File: src/rtl/mem_port_arbiter_pkg.sv
// Shared types and defaults for the I/D memory port arbiter.
// Build option: define ARB_STATS_EN to include the grant/wait statistics counters.
package mem_port_arbiter_pkg;

  localparam int WORD           = 64;
  localparam int ARB_STREAK_MAX = 4;

  typedef enum logic [2:0] {
    ARB_IDLE   = 3'd0,
    ARB_BUSY_I = 3'd1,
    ARB_BUSY_D = 3'd2,
    ARB_DONE_I = 3'd3,
    ARB_DONE_D = 3'd4
  } arb_state_e;

  function automatic logic [31:0] sat_inc32(input logic [31:0] v);
    return (v == 32'hFFFF_FFFF) ? v : v + 32'd1;
  endfunction

endpackage

File: src/rtl/mem_port_arbiter_if.sv
// Fetch, data and memory-side handshake bundle for mem_port_arbiter.
// master = the arbiter; slave = requesters plus memory model.
interface mem_port_arbiter_if
  import mem_port_arbiter_pkg::*;
#(
  parameter int AW = WORD,
  parameter int DW = WORD
);
  logic          i_req;
  logic [AW-1:0] i_addr;
  logic          i_ack;
  logic [31:0]   i_rdata;

  logic          d_req;
  logic          d_we;
  logic [AW-1:0] d_addr;
  logic [DW-1:0] d_wdata;
  logic          d_ack;
  logic [DW-1:0] d_rdata;

  logic          mem_req;
  logic          mem_we;
  logic [AW-1:0] mem_addr;
  logic [DW-1:0] mem_wdata;
  logic          mem_ack;
  logic [DW-1:0] mem_rdata;

  modport master (
    input  i_req, i_addr, d_req, d_we, d_addr, d_wdata, mem_ack, mem_rdata,
    output i_ack, i_rdata, d_ack, d_rdata, mem_req, mem_we, mem_addr, mem_wdata
  );

  modport slave (
    output i_req, i_addr, d_req, d_we, d_addr, d_wdata, mem_ack, mem_rdata,
    input  i_ack, i_rdata, d_ack, d_rdata, mem_req, mem_we, mem_addr, mem_wdata
  );
endinterface

File: src/rtl/mem_port_arbiter_stats.sv
// arb_stats: saturating grant / fetch-wait counters for mem_port_arbiter.
// Only instantiated when ARB_STATS_EN is defined.
module arb_stats
  import mem_port_arbiter_pkg::*;
(
  input  logic        clk,
  input  logic        rst_n,
  input  logic        i_grant_i,
  input  logic        i_grant_d,
  input  logic        i_wait_i,
  output logic [31:0] o_i_grants,
  output logic [31:0] o_d_grants,
  output logic [31:0] o_i_wait
);
  logic [31:0] r_i_grants, r_d_grants, r_i_wait;

  always_ff @(posedge clk or negedge rst_n) begin
    if (!rst_n) begin
      r_i_grants <= '0;
      r_d_grants <= '0;
      r_i_wait   <= '0;
    end else begin
      if (i_grant_i) r_i_grants <= sat_inc32(r_i_grants);
      if (i_grant_d) r_d_grants <= sat_inc32(r_d_grants);
      if (i_wait_i)  r_i_wait   <= sat_inc32(r_i_wait);
    end
  end

  assign o_i_grants = r_i_grants;
  assign o_d_grants = r_d_grants;
  assign o_i_wait   = r_i_wait;
endmodule

File: src/rtl/mem_port_arbiter.sv
// Shares one memory port between fetch (I) and load/store (D); D has priority
// but a streak limit lets a pending fetch in. Build option: ARB_STATS_EN.
module mem_port_arbiter
  import mem_port_arbiter_pkg::*;
#(
  parameter int STREAK_MAX = ARB_STREAK_MAX,
  parameter int AW         = WORD,
  parameter int DW         = WORD
) (
  input  logic               clk,
  input  logic               rst_n,
  mem_port_arbiter_if.master bus,
  output logic [31:0]        stat_i_grants,
  output logic [31:0]        stat_d_grants,
  output logic [31:0]        stat_i_wait
);
  localparam int SW = $clog2(STREAK_MAX + 1);

  arb_state_e    r_state, w_state_nxt;
  logic [SW-1:0] r_streak;
  logic          w_streak_lt, w_grant_d, w_grant_i, w_mem_done;
  logic          w_i_ack, w_d_ack;

  logic          r_mem_req, r_mem_we;
  logic [AW-1:0] r_mem_addr;
  logic [DW-1:0] r_mem_wdata;
  logic [31:0]   r_i_rdata;
  logic [DW-1:0] r_d_rdata;

  assign w_streak_lt = (r_streak < SW'(STREAK_MAX));
  assign w_grant_d   = (r_state == ARB_IDLE) & bus.d_req & (~bus.i_req | w_streak_lt);
  assign w_grant_i   = (r_state == ARB_IDLE) & bus.i_req & ~w_grant_d;
  assign w_mem_done  = ((r_state == ARB_BUSY_I) | (r_state == ARB_BUSY_D)) & bus.mem_ack;

  always_ff @(posedge clk or negedge rst_n) begin
    if (!rst_n) r_state <= ARB_IDLE;
    else        r_state <= w_state_nxt;
  end

  always_comb begin
    w_state_nxt = r_state;
    case (r_state)
      ARB_IDLE: begin
        if (w_grant_d)      w_state_nxt = ARB_BUSY_D;
        else if (w_grant_i) w_state_nxt = ARB_BUSY_I;
      end
      ARB_BUSY_I: if (bus.mem_ack) w_state_nxt = ARB_DONE_I;
      ARB_BUSY_D: if (bus.mem_ack) w_state_nxt = ARB_DONE_D;
      default:    w_state_nxt = ARB_IDLE;
    endcase
  end

  always_comb begin
    w_i_ack = 1'b0;
    w_d_ack = 1'b0;
    case (r_state)
      ARB_DONE_I: w_i_ack = 1'b1;
      ARB_DONE_D: w_d_ack = 1'b1;
      default: ;
    endcase
  end

  // Streak counts D grants that bypassed a waiting fetch; any other grant clears it.
  always_ff @(posedge clk or negedge rst_n) begin
    if (!rst_n) begin
      r_streak <= '0;
    end else if (w_grant_d) begin
      if (!bus.i_req)       r_streak <= '0;
      else if (w_streak_lt) r_streak <= r_streak + SW'(1);
    end else if (w_grant_i) begin
      r_streak <= '0;
    end
  end

  always_ff @(posedge clk or negedge rst_n) begin
    if (!rst_n) begin
      r_mem_req   <= 1'b0;
      r_mem_we    <= 1'b0;
      r_mem_addr  <= '0;
      r_mem_wdata <= '0;
      r_i_rdata   <= '0;
      r_d_rdata   <= '0;
    end else begin
      if (w_grant_d) begin
        r_mem_req   <= 1'b1;
        r_mem_we    <= bus.d_we;
        r_mem_addr  <= bus.d_addr;
        r_mem_wdata <= bus.d_wdata;
      end else if (w_grant_i) begin
        r_mem_req   <= 1'b1;
        r_mem_we    <= 1'b0;
        r_mem_addr  <= bus.i_addr;
        r_mem_wdata <= '0;
      end else if (w_mem_done) begin
        r_mem_req   <= 1'b0;
        r_mem_we    <= 1'b0;
      end
      if ((r_state == ARB_BUSY_I) && bus.mem_ack)
        r_i_rdata <= bus.mem_rdata[31:0];
      if ((r_state == ARB_BUSY_D) && bus.mem_ack && !r_mem_we)
        r_d_rdata <= bus.mem_rdata;
    end
  end

  assign bus.mem_req   = r_mem_req;
  assign bus.mem_we    = r_mem_we;
  assign bus.mem_addr  = r_mem_addr;
  assign bus.mem_wdata = r_mem_wdata;
  assign bus.i_ack     = w_i_ack;
  assign bus.d_ack     = w_d_ack;
  assign bus.i_rdata   = r_i_rdata;
  assign bus.d_rdata   = r_d_rdata;

`ifdef ARB_STATS_EN
  logic w_i_wait;
  assign w_i_wait = bus.i_req & (r_state != ARB_BUSY_I) & (r_state != ARB_DONE_I);

  arb_stats u_stats (
    .clk        (clk),
    .rst_n      (rst_n),
    .i_grant_i  (w_grant_i),
    .i_grant_d  (w_grant_d),
    .i_wait_i   (w_i_wait),
    .o_i_grants (stat_i_grants),
    .o_d_grants (stat_d_grants),
    .o_i_wait   (stat_i_wait)
  );
`else
  assign stat_i_grants = '0;
  assign stat_d_grants = '0;
  assign stat_i_wait   = '0;
`endif
endmodule

File: src/flat_wrapper.sv
// flat-port wrapper written by rule: the top's interface ports become plain ports
module mem_port_arbiter_flat import mem_port_arbiter_pkg::*;
#(
  parameter int STREAK_MAX = ARB_STREAK_MAX,
  parameter int AW         = WORD,
  parameter int DW         = WORD
)
  (clk, rst_n, stat_i_grants, stat_d_grants, stat_i_wait, bus_i_req, bus_i_addr, bus_d_req, bus_d_we, bus_d_addr, bus_d_wdata, bus_mem_ack, bus_mem_rdata, bus_i_ack, bus_i_rdata, bus_d_ack, bus_d_rdata, bus_mem_req, bus_mem_we, bus_mem_addr, bus_mem_wdata);
  mem_port_arbiter_if #(.AW(AW), .DW(DW)) bus_i ();
  input  logic clk;
  input  logic rst_n;
  output logic [31:0] stat_i_grants;
  output logic [31:0] stat_d_grants;
  output logic [31:0] stat_i_wait;
  input wire logic [$bits(bus_i.i_req)-1:0] bus_i_req;
  input wire logic [$bits(bus_i.i_addr)-1:0] bus_i_addr;
  input wire logic [$bits(bus_i.d_req)-1:0] bus_d_req;
  input wire logic [$bits(bus_i.d_we)-1:0] bus_d_we;
  input wire logic [$bits(bus_i.d_addr)-1:0] bus_d_addr;
  input wire logic [$bits(bus_i.d_wdata)-1:0] bus_d_wdata;
  input wire logic [$bits(bus_i.mem_ack)-1:0] bus_mem_ack;
  input wire logic [$bits(bus_i.mem_rdata)-1:0] bus_mem_rdata;
  output wire logic [$bits(bus_i.i_ack)-1:0] bus_i_ack;
  output wire logic [$bits(bus_i.i_rdata)-1:0] bus_i_rdata;
  output wire logic [$bits(bus_i.d_ack)-1:0] bus_d_ack;
  output wire logic [$bits(bus_i.d_rdata)-1:0] bus_d_rdata;
  output wire logic [$bits(bus_i.mem_req)-1:0] bus_mem_req;
  output wire logic [$bits(bus_i.mem_we)-1:0] bus_mem_we;
  output wire logic [$bits(bus_i.mem_addr)-1:0] bus_mem_addr;
  output wire logic [$bits(bus_i.mem_wdata)-1:0] bus_mem_wdata;
  assign bus_i.i_req = bus_i_req;
  assign bus_i.i_addr = bus_i_addr;
  assign bus_i.d_req = bus_d_req;
  assign bus_i.d_we = bus_d_we;
  assign bus_i.d_addr = bus_d_addr;
  assign bus_i.d_wdata = bus_d_wdata;
  assign bus_i.mem_ack = bus_mem_ack;
  assign bus_i.mem_rdata = bus_mem_rdata;
  assign bus_i_ack = bus_i.i_ack;
  assign bus_i_rdata = bus_i.i_rdata;
  assign bus_d_ack = bus_i.d_ack;
  assign bus_d_rdata = bus_i.d_rdata;
  assign bus_mem_req = bus_i.mem_req;
  assign bus_mem_we = bus_i.mem_we;
  assign bus_mem_addr = bus_i.mem_addr;
  assign bus_mem_wdata = bus_i.mem_wdata;
  mem_port_arbiter #(.STREAK_MAX(STREAK_MAX), .AW(AW), .DW(DW)) u_core (.clk(clk), .rst_n(rst_n), .bus(bus_i), .stat_i_grants(stat_i_grants), .stat_d_grants(stat_d_grants), .stat_i_wait(stat_i_wait));
endmodule
File: config.mk
export PLATFORM = sky130hd
export DESIGN_NAME = mem_port_arbiter_flat
export DESIGN_NICKNAME = d
export VERILOG_FILES = /design/src/rtl/mem_port_arbiter_pkg.sv /design/src/rtl/mem_port_arbiter_if.sv /design/src/rtl/mem_port_arbiter_stats.sv /design/src/rtl/mem_port_arbiter.sv /design/src/flat_wrapper.sv
export SDC_FILE = /design/constraint.sdc
export NUM_CORES = 1
export LEC_CHECK = 0
export ABC_AREA = 1
export BUFFER_PORTS_ARGS = -buffer_cell sky130_fd_sc_hd__buf_2
export CORE_AREA = 4 4 224 226
export CTS_BUF_LIST = sky130_fd_sc_hd__clkbuf_8
export DETAILED_ROUTE_END_ITERATION = 12
export DIE_AREA = 0 0 228 230
export HOLD_SLACK_MARGIN = 0.06
export RECOVER_POWER = 100
export SKIP_LAST_GASP = 1
export SLEW_MARGIN = 20
export SYNTH_ARGS = -nofsm -noshare
export SYNTH_HDL_FRONTEND = slang
export SYNTH_SLANG_ARGS = --single-unit
File: constraint.sdc
create_clock -name clk -period 1.85 [get_ports clk]
set_input_delay 0.2775 -clock clk [delete_from_list [all_inputs] [get_ports clk]]
set_output_delay 0.2775 -clock clk [all_outputs]
set_load 0.03 [all_outputs]
==> metrics.txt <==
run status finished, final reports clean; first-pass GRT wire length 61800 um; later-pin clock latency in the skew report 0.55 ns; final count of negative-setup-slack endpoints 0; hold-critical path depth 4; leakage power of the design 9.16 nW; H-tree levels 2; post-layout instance count excluding filler cells 2748; number of design-rule violations left by the first detailed-router iteration 626; number of diodes 0; die width 228 um; Residual DRC 0; Clock Tree Root clkbuf_8; type of the setup path with the least slack register to register; slew at the pin closest to its max-slew limit 1.34 ns; hold path startpoint bus_d_wdata[8]; cell area after synthesis 10800 um^2; Worst Skew 0.0252 ns; CTS tree built; highest-utilization routing layer at the global route stage met2; power per cell area 1590 nW/um^2; number of warnings issued by yosys 0; GR Util met2 24.4%; final count of hold timing violations 0; maximum number of buffers from clock root to sink 3; Critical path buffers and inverters 2; FF-to-FF End u_core.bus.mem_wdata[58]; Worst R2R Path Depth 7; max-slew violation count 0; CP Cell Sequence clkbuf_1 > nor2_4 > nand2_4 > a21o_2 > buf_8 > nand2_1 > nand2_1; Worst Setup Start Kind register; final estimated routing congestion in global placement 0.845; count of cell types in the netlist 25; Worst EP arrival 2.24 ns; post-route clock period utilization 97.0%; WL final 39700 um; Routed WL per cell 14.4 um; count of buffers from port buffering 489; vias in the first global route 11500; Reg area 5810 um^2; net count of the finished layout 2364; highest net fanout along the worst path 94; Num Clock Sinks 232; area of the core region 48300 um^2; maximum achievable frequency 557 MHz; cell family contributing the most delay on the critical path simple AND/OR/NAND/NOR gates; total global routing track utilization 14.3%; Multi-input gate area 3610 um^2; register area share after synthesis 53.8%; Min-Delay Endpoint u_core.bus.mem_wdata[8]; startpoint of the most critical register-to-register path u_core.r_state[1]; final core utilization 34.7%; required time at the endpoint of the critical path 2.29 ns; Rows 81; number of max-cap violations 0; shortest period the worst path allows 1.79 ns; initial antenna violation count 1; cell type of the slowest stage on the worst timing path dfrtp_2; layout overhead on the synthesized area 55.6%; met3 routing resource usage after global routing 3.90%; Hold Worst Slack 0.457 ns; area enclosed by the die boundary 52400 um^2; synthesized area divided by synthesized cell count 8.05 um^2; Sum Neg Setup Slack 0 ns; total overflow reported by the global router 0; share of post-route cells with drive strength above 1 17.2%; Die Y 230 um; fill count 5001; half-perimeter wire length after detailed placement 25800 um; number of nets with antenna violations after routing 0; kind of path behind the tightest hold check primary input to register; number of buffers created by CTS 43; Max-Slew Margin vs Limit 10.6%; delay of the slowest cell on the worst path 0.44 ns; endpoint type of the worst setup path register; largest net degree at the start of global routing 97; via density per instance 4.08; Detailed Routing Iterations Pass 1 5; initial standard-cell utilization of the core 22.3%; Final Power 26.6 mW; Clock Pin Slew Worst Setup and Hold Paths 0.06 ns; flip-flop and latch count after synthesis 232; total via count in the routed design 11200; R2R Setup Slk 0.06 ns; maximum VDD drop 0.790 mV; post-placement cell count 2410; number of primary I/O pins 586; GR Layer Usage met1 16.3%; cells after synthesis 1341; library cell appearing most often on the critical path nand2_1; setup repair after global routing missed its margin yes
-- state kept, by name (all words and copies together) (netlist names) --
register              flops
u_core.bus.d_rdata       64
u_core.bus.mem_addr      64
u_core.bus.mem_wdata     64
u_core.bus.i_rdata       32
u_core.r_state            3
u_core.r_streak           3
u_core.bus.mem_req        1
u_core.bus.mem_we         1
-- report_power, final --
| group | leakage (nW) | switching (mW) | internal, mW | total, mW |
|---|---|---|---|---|
| Clock | 0.461 | 2.10 | 2.55 | 4.66 |
| Sequential | 2.91 | 1.36 | 7.40 | 8.75 |
| Combinational | 5.78 | 9.88 | 3.35 | 13.2 |
| Total | 9.16 | 13.3 | 13.3 | 26.6 |
-- worst reg2reg max path: stages (launching register included) --
cell,delay [ns]
dfrtp_2,0.44
clkbuf_1,0.13
nor2_4,0.19
nand2_4,0.10
a21o_2,0.23
buf_8,0.24
nand2_1,0.28
nand2_1,0.07
-- worst max path at each step --
stage / start / endpoint / slack, ns / depth (start not counted)
after floorplan: u_core.r_state[1] / bus_i_ack / 0.42 / 2
after global placement: u_core.r_state[1] / u_core.bus.mem_addr[50] / 0.26 / 6
after detailed placement: u_core.r_state[1] / u_core.bus.mem_addr[44] / 0.18 / 6
after CTS: u_core.r_state[0] / bus_d_ack / -0.03 / 3
after global routing: u_core.r_state[0] / bus_i_ack / -0.03 / 4
final: u_core.r_state[1] / u_core.bus.mem_wdata[58] / 0.06 / 7
-- repair_timing --
item,in CTS,in global routing
pin swaps,0,1
buffers inserted,3,2
gates cloned,0,2
hold buffers,261,0
gates resized for setup,9,4
setup endpoints to repair,2,28
hold endpoints to repair,367,0
-- layer usage --
layer | vias up | share of wire [%]
met2 | 556 | 49
met3 | 163 | 7.5
met1 | 5154 | 38
met5 | - | 0.033
li1 | 5344 | -
met4 | 2 | 5.3
-- cell usage after synthesis, drive strengths merged --
master / instances / area (um^2)
a21o: 1 / 7.51
a31oi: 1 / 6.26
nand3: 104 / 526
o21ai: 65 / 340
nand4: 2 / 18.8
nand2: 596 / 2240
nor2: 3 / 33.8
buf: 137 / 1040
dfrtp: 232 / 5810
conb: 1 / 3.75
clkbuf: 23 / 86.3
inv: 170 / 638
o22ai: 1 / 6.26
a21oi: 2 / 13.8
nor3: 2 / 10.0
ha: 1 / 12.5
-- stage by stage --
stage / cell area [um^2] / worst slack [ns]
detailed placement: 13600 / 0.178
CTS: 17100 / -0.0349
global placement: 13600 / 0.265
global route: 16800 / -0.0271
finish: 16800 / 0.0554
floorplan: 11100 / 0.415
-- cell type report --
cell class              count  area share, %
repair buffers            780           30.7
clock buffers              53           4.34
inverters                 170           3.82
multi-input cells         874           21.5
well taps                 622           4.64
flip-flops and latches    232           34.6
clock inverters            17          0.432
-- cells by family (layout without fill, tap and decap cells) --
logic type	count (synthesis)	count (layout)	share of synthesized area [%]
compound gates	70	70	3.47
fa+ha+maj	1	1	0.116
buf+inv	330	1020	16.3
flops	232	232	53.8
other cells	1	96	0.0348
simple gates	707	707	26.3
-- cell usage in the layout (no fill, tap or decap), drive strengths merged --
cell / instances
clkinvlp: 1
a21o: 1
nand3: 104
nor2: 3
nand4: 2
a31oi: 1
clkinv: 4
clkbuf: 285
dlygate4sd3: 261
o22ai: 1
buf: 287
a21oi: 2
nand2: 596
inv: 182
nor3: 2
dfrtp: 232
conb: 96
o21ai: 65
ha: 1
Note: power is estimated with default switching activity, not from simulation.
